<file path="src/rtl/md_ctrl.sv">
// Multiply/divide controller: holds the architectural HI/LO registers and
// times multi-cycle operations. Define MD_DIV_EN to build in the divider.
module md_ctrl #(
   parameter int MULT_CYC = 5,
   parameter int DIV_CYC  = 10
) (
   input  logic        clk,
   input  logic        reset,
   input  logic        start,
   input  logic [1:0]  op,
   input  logic [31:0] a,
   input  logic [31:0] b,
   input  logic        hi_we,
   input  logic        lo_we,
   input  logic [31:0] wdata,
   input  logic        md_use_D,
   output logic        busy,
   output logic        stall_md,
   output logic [31:0] hi,
   output logic [31:0] lo
);

   typedef enum logic {
      IDLE = 1'b0,
      BUSY = 1'b1
   } state_t;

   localparam logic [3:0] MULT_LOAD = 4'(MULT_CYC);
   localparam logic [3:0] DIV_LOAD  = 4'(DIV_CYC);

   state_t      state, state_d;
   logic [3:0]  cnt, cnt_d;
   logic [31:0] hi_d, lo_d;
   logic [31:0] hi_nxt, lo_nxt, hi_nxt_d, lo_nxt_d;
   logic [63:0] res;
   logic        accept;

   // Full 64-bit product; operands are sign- or zero-extended first so a
   // single unsigned multiply serves both mult and multu.
   function automatic logic [63:0] mul_res(input logic uns, input logic [31:0] x,
                                           input logic [31:0] y);
      logic [63:0] xe, ye;
      xe = uns ? {32'd0, x} : {{32{x[31]}}, x};
      ye = uns ? {32'd0, y} : {{32{y[31]}}, y};
      return xe * ye;
   endfunction

`ifdef MD_DIV_EN
   // Sign-magnitude divide: magnitudes are divided unsigned, so the
   // 0x80000000 / -1 case needs no special handling. Divide by zero returns
   // the current {hi, lo} so the commit leaves them unchanged.
   function automatic logic [63:0] div_res(input logic uns, input logic [31:0] x,
                                           input logic [31:0] y, input logic [63:0] keep);
      logic        neg_q, neg_r;
      logic [31:0] ux, uy, q, r;
      logic [63:0] out;
      neg_r = ~uns & x[31];
      neg_q = ~uns & (x[31] ^ y[31]);
      ux    = neg_r ? (32'd0 - x) : x;
      uy    = (~uns & y[31]) ? (32'd0 - y) : y;
      if (y == 32'd0) begin
         out = keep;
      end else begin
         q   = ux / uy;
         r   = ux % uy;
         q   = neg_q ? (32'd0 - q) : q;
         r   = neg_r ? (32'd0 - r) : r;
         out = {r, q};
      end
      return out;
   endfunction

   assign accept = start;
`else
   assign accept = start & ~op[1];
`endif

   always_comb begin
      res = mul_res(op[0], a, b);
`ifdef MD_DIV_EN
      if (op[1]) begin
         res = div_res(op[0], a, b, {hi, lo});
      end
`endif
   end

   always_comb begin
      state_d  = state;
      cnt_d    = cnt;
      hi_d     = hi;
      lo_d     = lo;
      hi_nxt_d = hi_nxt;
      lo_nxt_d = lo_nxt;
      case (state)
         IDLE: begin
            if (accept) begin
               hi_nxt_d = res[63:32];
               lo_nxt_d = res[31:0];
               cnt_d    = op[1] ? DIV_LOAD : MULT_LOAD;
               state_d  = BUSY;
            end else begin
               if (hi_we) hi_d = wdata;
               if (lo_we) lo_d = wdata;
            end
         end
         BUSY: begin
            // start and mt* writes are deliberately ignored here
            cnt_d = cnt - 4'd1;
            if (cnt == 4'd1) begin
               hi_d    = hi_nxt;
               lo_d    = lo_nxt;
               state_d = IDLE;
            end
         end
         default: state_d = IDLE;
      endcase
   end

   always_ff @(posedge clk or negedge reset) begin
      if (!reset) begin
         state  <= IDLE;
         cnt    <= 4'd0;
         hi     <= 32'd0;
         lo     <= 32'd0;
         hi_nxt <= 32'd0;
         lo_nxt <= 32'd0;
      end else begin
         state  <= state_d;
         cnt    <= cnt_d;
         hi     <= hi_d;
         lo     <= lo_d;
         hi_nxt <= hi_nxt_d;
         lo_nxt <= lo_nxt_d;
      end
   end

   assign busy     = (state == BUSY);
   assign stall_md = md_use_D & (busy | start);

endmodule

</file>
<file path="config.mk">
export PLATFORM = sky130hd
export DESIGN_NAME = md_ctrl
export DESIGN_NICKNAME = d
export VERILOG_FILES = /design/src/rtl/md_ctrl.sv
export SDC_FILE = /design/constraint.sdc
export NUM_CORES = 2
export LEC_CHECK = 0
export ABC_CLOCK_PERIOD_IN_PS = 4110
export CAP_MARGIN = 5
export CORE_ASPECT_RATIO = 1.4
export CORE_MARGIN = 2
export CORE_UTILIZATION = 41
export DETAILED_ROUTE_END_ITERATION = 8
export PLACE_DENSITY = 0.68
export SLEW_MARGIN = 20
export SYNTH_ARGS = -nofsm -noshare
export SYNTH_HDL_FRONTEND = slang
export SYNTH_SLANG_ARGS = --single-unit
</file>
<file path="constraint.sdc">
create_clock -name clk -period 4.11 [get_ports clk]
set_input_delay 0.6165 -clock clk [delete_from_list [all_inputs] [get_ports clk]]
set_output_delay 0.6165 -clock clk [all_outputs]
set_load 0.01 [all_outputs]
</file>
# --- Yosys cells after proc, flatten, opt, wreduce, memory -nomap -nowiden ---
# Cells that the tools add are included.
word_totals:
  elab_cells: 38
  reg_bits: 133
op_classes:
  eq_ne: 6
  n_addsub: 1
  muxes: 16
  reduce_logical: 3
  n_mul: 1
  n_bitwise: 5
op_table:
  columns: ["operator", "n"]
  rows:
  - ["$mux W32", 6]
  - ["$mux W64", 2]
  - ["$pmux W32 S2", 2]
  - ["$mul A64 B64 Y64", 1]
  - ["$mux W4", 2]
  - ["$ne A2 B2 Y1 const B", 4]
  - ["$pmux W4 S2", 1]
  - ["$reduce_and A3 Y1", 2]
  - ["$eq A4 B1 Y1 const B", 1]
  - ["$sub A4 B1 Y4 const B", 1]
  - ["$and A1 B1 Y1", 2]
  - ["$mux W1", 2]
  - ["$ne A2 B1 Y1 const B", 1]
  - ["$not A1 Y1", 2]
  - ["$pmux W1 S2", 1]
  - ["$reduce_and A2 Y1", 1]
  - ["$or A1 B1 Y1", 1]

# --- Logic depth before layout (Yosys ltp) ---
depth:
  word_depth: 4
  mapped_depth: 35
  depth_no_buf: 32

# --- Worst setup path before layout ---
# No wires, ideal clock.
synth_timing:
  kind: "input to register"
  from: "in a[31]"
  to: "reg hi_nxt[30]"
  t_arrival_ps: 9207
  cell_stages: 29
  setup_time_ps: 95
  n_path_buf: 3
  slack_ps: -5193
  cell_sequence: "nor2b_1 -> clkbuf_1 -> clkbuf_1 -> nand2_1 -> fa_1 -> inv_1 -> fa_1 -> fa_1 -> fa_1 -> inv_1 -> fa_1 -> inv_1 -> fa_1 -> fa_1 -> fa_1 -> fa_1 -> fa_1 -> ha_1 -> clkbuf_1 -> a21o_1 -> a21o_1 -> a21oi_1 -> o21bai_1 -> a21o_1 -> a21o_1 -> nand2_1 -> o41ai_1 -> o31a_1 -> o31ai_1"
synth_between:
  elab_chain_cells: 2
synth_lines:
  columns: ["element", "line_no", "text"]
  rows:
  - ["from (decl)", "11", "input logic [31:0] a,"]
  - ["$mux W64", "43", "xe = uns ? {32'd0, x} : {{32{x[31]}}, x};"]
  - ["$mul A64 B64 Y64", "45", "return xe * ye;"]
  - ["to (signal assigned)", "132", "hi_nxt <= hi_nxt_d;"]
  - ["to (decl)", "34", "logic [31:0] hi_nxt, lo_nxt, hi_nxt_d, lo_nxt_d;"]
# Every way passes these cells.
# A chain may end at the register's enable or synchronous reset.

# --- Worst setup path in the final report ---
# Ends and elaborated chain as after synthesis.

==> summary.txt <==
Status
  • Status: finished, violations left
  • Failing checks: negative setup slack

Timing
  • Period utilization: 207%
  • Slew headroom: 45.5%
  • Setup repair after global routing missed its margin: true
  • Final hold vios: 0
  • Least-Margin Pin Slew: 0.817 ns
  • FMAX: 118 MHz
  • TNS Setup: -209.19 ns
  • Final Setup Violations: 58
  • Clk_skew: 0.0155 ns
  • Max Slew Vio Count: 0
  • Fin worst setup slack: -4.38 ns
  • Fin crit period: ~8.5 ns

Synthesis
  • Most frequent cell after synthesis: inv_1
  • Synth Cell Area: 53300 um^2
  • Flops & latches, synth: 133
  • Cells after synthesis: 5650
  • Syn_nets: 7482
  • Primary FF master, synth: dfrtp_1
  • Synth cell count leaders: inv_1 (1519), fa_1 (1418), nand2_1 (633)
  • EDFF count, synth: 0
  • Syn avg cell area: 9.43 um^2
  • Synth warn: 0
  • Fraction of registers with async set/reset: 100%
  • Post-synth top area share: 53.3%
  • Sequential cell area fraction in the yosys report: ~6.2%
  • Cell taking the most area after synthesis: fa_1
  • Distinct cells, synth: 70
  • Ranking of synthesized cells by area: fa_1 (53%), inv_1 (11%), ha_1 (7.3%), and2_1 (7.0%), dfrtp_1 (6.2%)

GRT
  • Largest net degree at the start of global routing: 76
  • Gr ovfl total: 0
  • Total track usage: 27.8%
  • Initial antenna violation count: 5
  • First-pass GRT wire length: between 200000 and 300000 um
  • Vias in the first global route: 48003

Detailed routing
  • Detailed Route Iter0 Violations: about 2400
  • Vias/cell: 5.06
  • Pre-Repair DR Iteration Count: 6
  • Via count: 41735
  • Drt drc: 0
  • DR WL/cell: 21.8 um
  • Final wirelength: 179000 um
  • Antenna-violating nets left: 0

Min path
  • Hold Crit Class: in -> async

Layout
  • Area Overhead vs Synth: 30.0%
  • Layout cells sized above 1: 25.2%
  • Number of fill cells in the layout: 11117
  • Layout Nets: ~8300
  • Finished Layout Cells: 8243

Critical path
  • Worst Path Required: 4.44 ns
  • Critical Path Slowest Stage Cell: fa_2
  • CP endpoint kind: flip-flop
  • Critical R2R Launch: busy$_DFF_PN0_
  • WP data arrival: approximately 8.8 ns
  • Crit Path Class: in -> reg
  • Crit path top cell by count: fa_1
  • R2R Path End: hi[16]$_DFFE_PN0P_
  • Setup slack of the most critical reg-to-reg path: 1.65 ns
  • Critical Path Start Type: input pin
  • CP peak stage delay: 0.59 ns
  • Crit path max fanout: 4
  • FF-to-FF path depth: 6

Clocking
  • Worst skew pair latency: 0.42 ns
  • # hold bufs at CTS: 0
  • H-tree depth: 4
  • Clock root cell: clkbuf_16
  • # clock sinks: 133
  • Clock transition at the registers of the reported paths: around 0.060 ns
  • CTS buffer count: 17
  • Clock Tree Buf Depth: 2
  • CTS tree: yes

Die
  • IO Count: 170
  • FP Rows: between 150 and 200
  • Die height: 431 um
  • Core area: between 100000 and 150000 um^2
  • Die Width: between 300 and 400 um
  • Die ar.: 133000 um^2
  • Effective utilization at floorplan: 41.3%

Place
  • DP Wirelength: between 100000 and 150000 um
  • Dpl cells: 7979
  • Placer Congestion: 0.957
  • Buffers on Ports: 169

Flow run
  • # Max-Cap Violations: 0
[cell usage in the layout (no fill, tap or decap), drive strengths merged, types with 29 or more instances in the layout]
master and n:
inv 1519, fa 1418, buf 943, nand2 633
and2 593, ha 310, a21oi 210, dfrtp 133
clkdlybuf4s50 105, nor2 104, xnor2 91, o21ai 86
a21o 36, nor2b 36, clkbuf 31, xor2 29
[per-stage QoR]
step | hold WS, ns | util, % | instance area, um^2 | setup slack [ns]
after floorplan | 0.321 | - | 54700 | -4.39
after global placement | 0.465 | 49.1 | 63300 | -5.35
after detailed placement | 0.469 | 49.1 | 63300 | -5.43
after CTS | 0.302 | 52.8 | 68200 | -4.49
after global routing | 0.314 | 53.7 | 69300 | -4.60
final | 0.274 | 53.7 | 69300 | -4.38
[cell families after synthesis]
family | after synthesis | synth area share [%]
buffers and inverters | 1795 | 12.7
AND/OR/NAND/NOR | 1445 | 13.5
flip-flops | 133 | 6.24
AO/OA/AOI/OAI | 424 | 4.99
adder cells (fa/ha/maj) | 1730 | 60.6
multiplexers | 3 | 0.0587
XOR/XNOR | 120 | 1.97
[worst max path at each step]
stage,from,to
after floorplan,a[31],hi_nxt[30]$_DFFE_PN0P_
after global placement,a[31],hi_nxt[31]$_DFFE_PN0P_
after detailed placement,op[0],hi_nxt[30]$_DFFE_PN0P_
after CTS,a[31],hi_nxt[30]$_DFFE_PN0P_
after global routing,b[29],hi_nxt[30]$_DFFE_PN0P_
final,a[31],hi_nxt[30]$_DFFE_PN0P_
[critical path, delay by kind of cell]
family	cells	cell delay (ns)
AO/OA/AOI/OAI	8	1.60
adder cells (fa/ha/maj)	11	5.26
buffers and inverters	9	0.90
AND/OR/NAND/NOR	3	0.43
[sequential cells by signal (all words and copies together) (netlist names)]
register / count
hi: 32
hi_nxt: 32
lo: 32
lo_nxt: 32
cnt: 4
busy: 1
[area by class of cell]
class,count,area (um^2),share of cell area (%)
Inverter,1519,5710,8.24
Sequential cell,133,3330,4.81
Tap cell,1738,2170,3.14
Antenna cell,4,10.0,0.0144
Clock buffer,22,474,0.684
Multi-Input combinational cell,3722,46000,66.4
Timing Repair Buffer,1096,11400,16.5
Clock inverter,9,150,0.217
[per-layer routing]
layer / track usage (%) / routed length, um / part of all wire, %
met2: 50.7 / 94800 / 53
met1: 28.6 / 57900 / 32
met3: 3.05 / 8450 / 4.7
met4: 22.5 / 18200 / 10
met5: 0 / 16 / 0.0089
[what timing repair did]
action | 4_1_cts | 5_1_grt
endpoints found under the setup margin | 59 | 59
pin swaps | 352 | 279
resized for setup | 743 | 283
buffers inserted | 171 | 44
cloned | 31 | 3
Power is left out: the tool's default activity adds up to more than one toggle a clock period on the data nets, which glitch-free logic cannot reach.
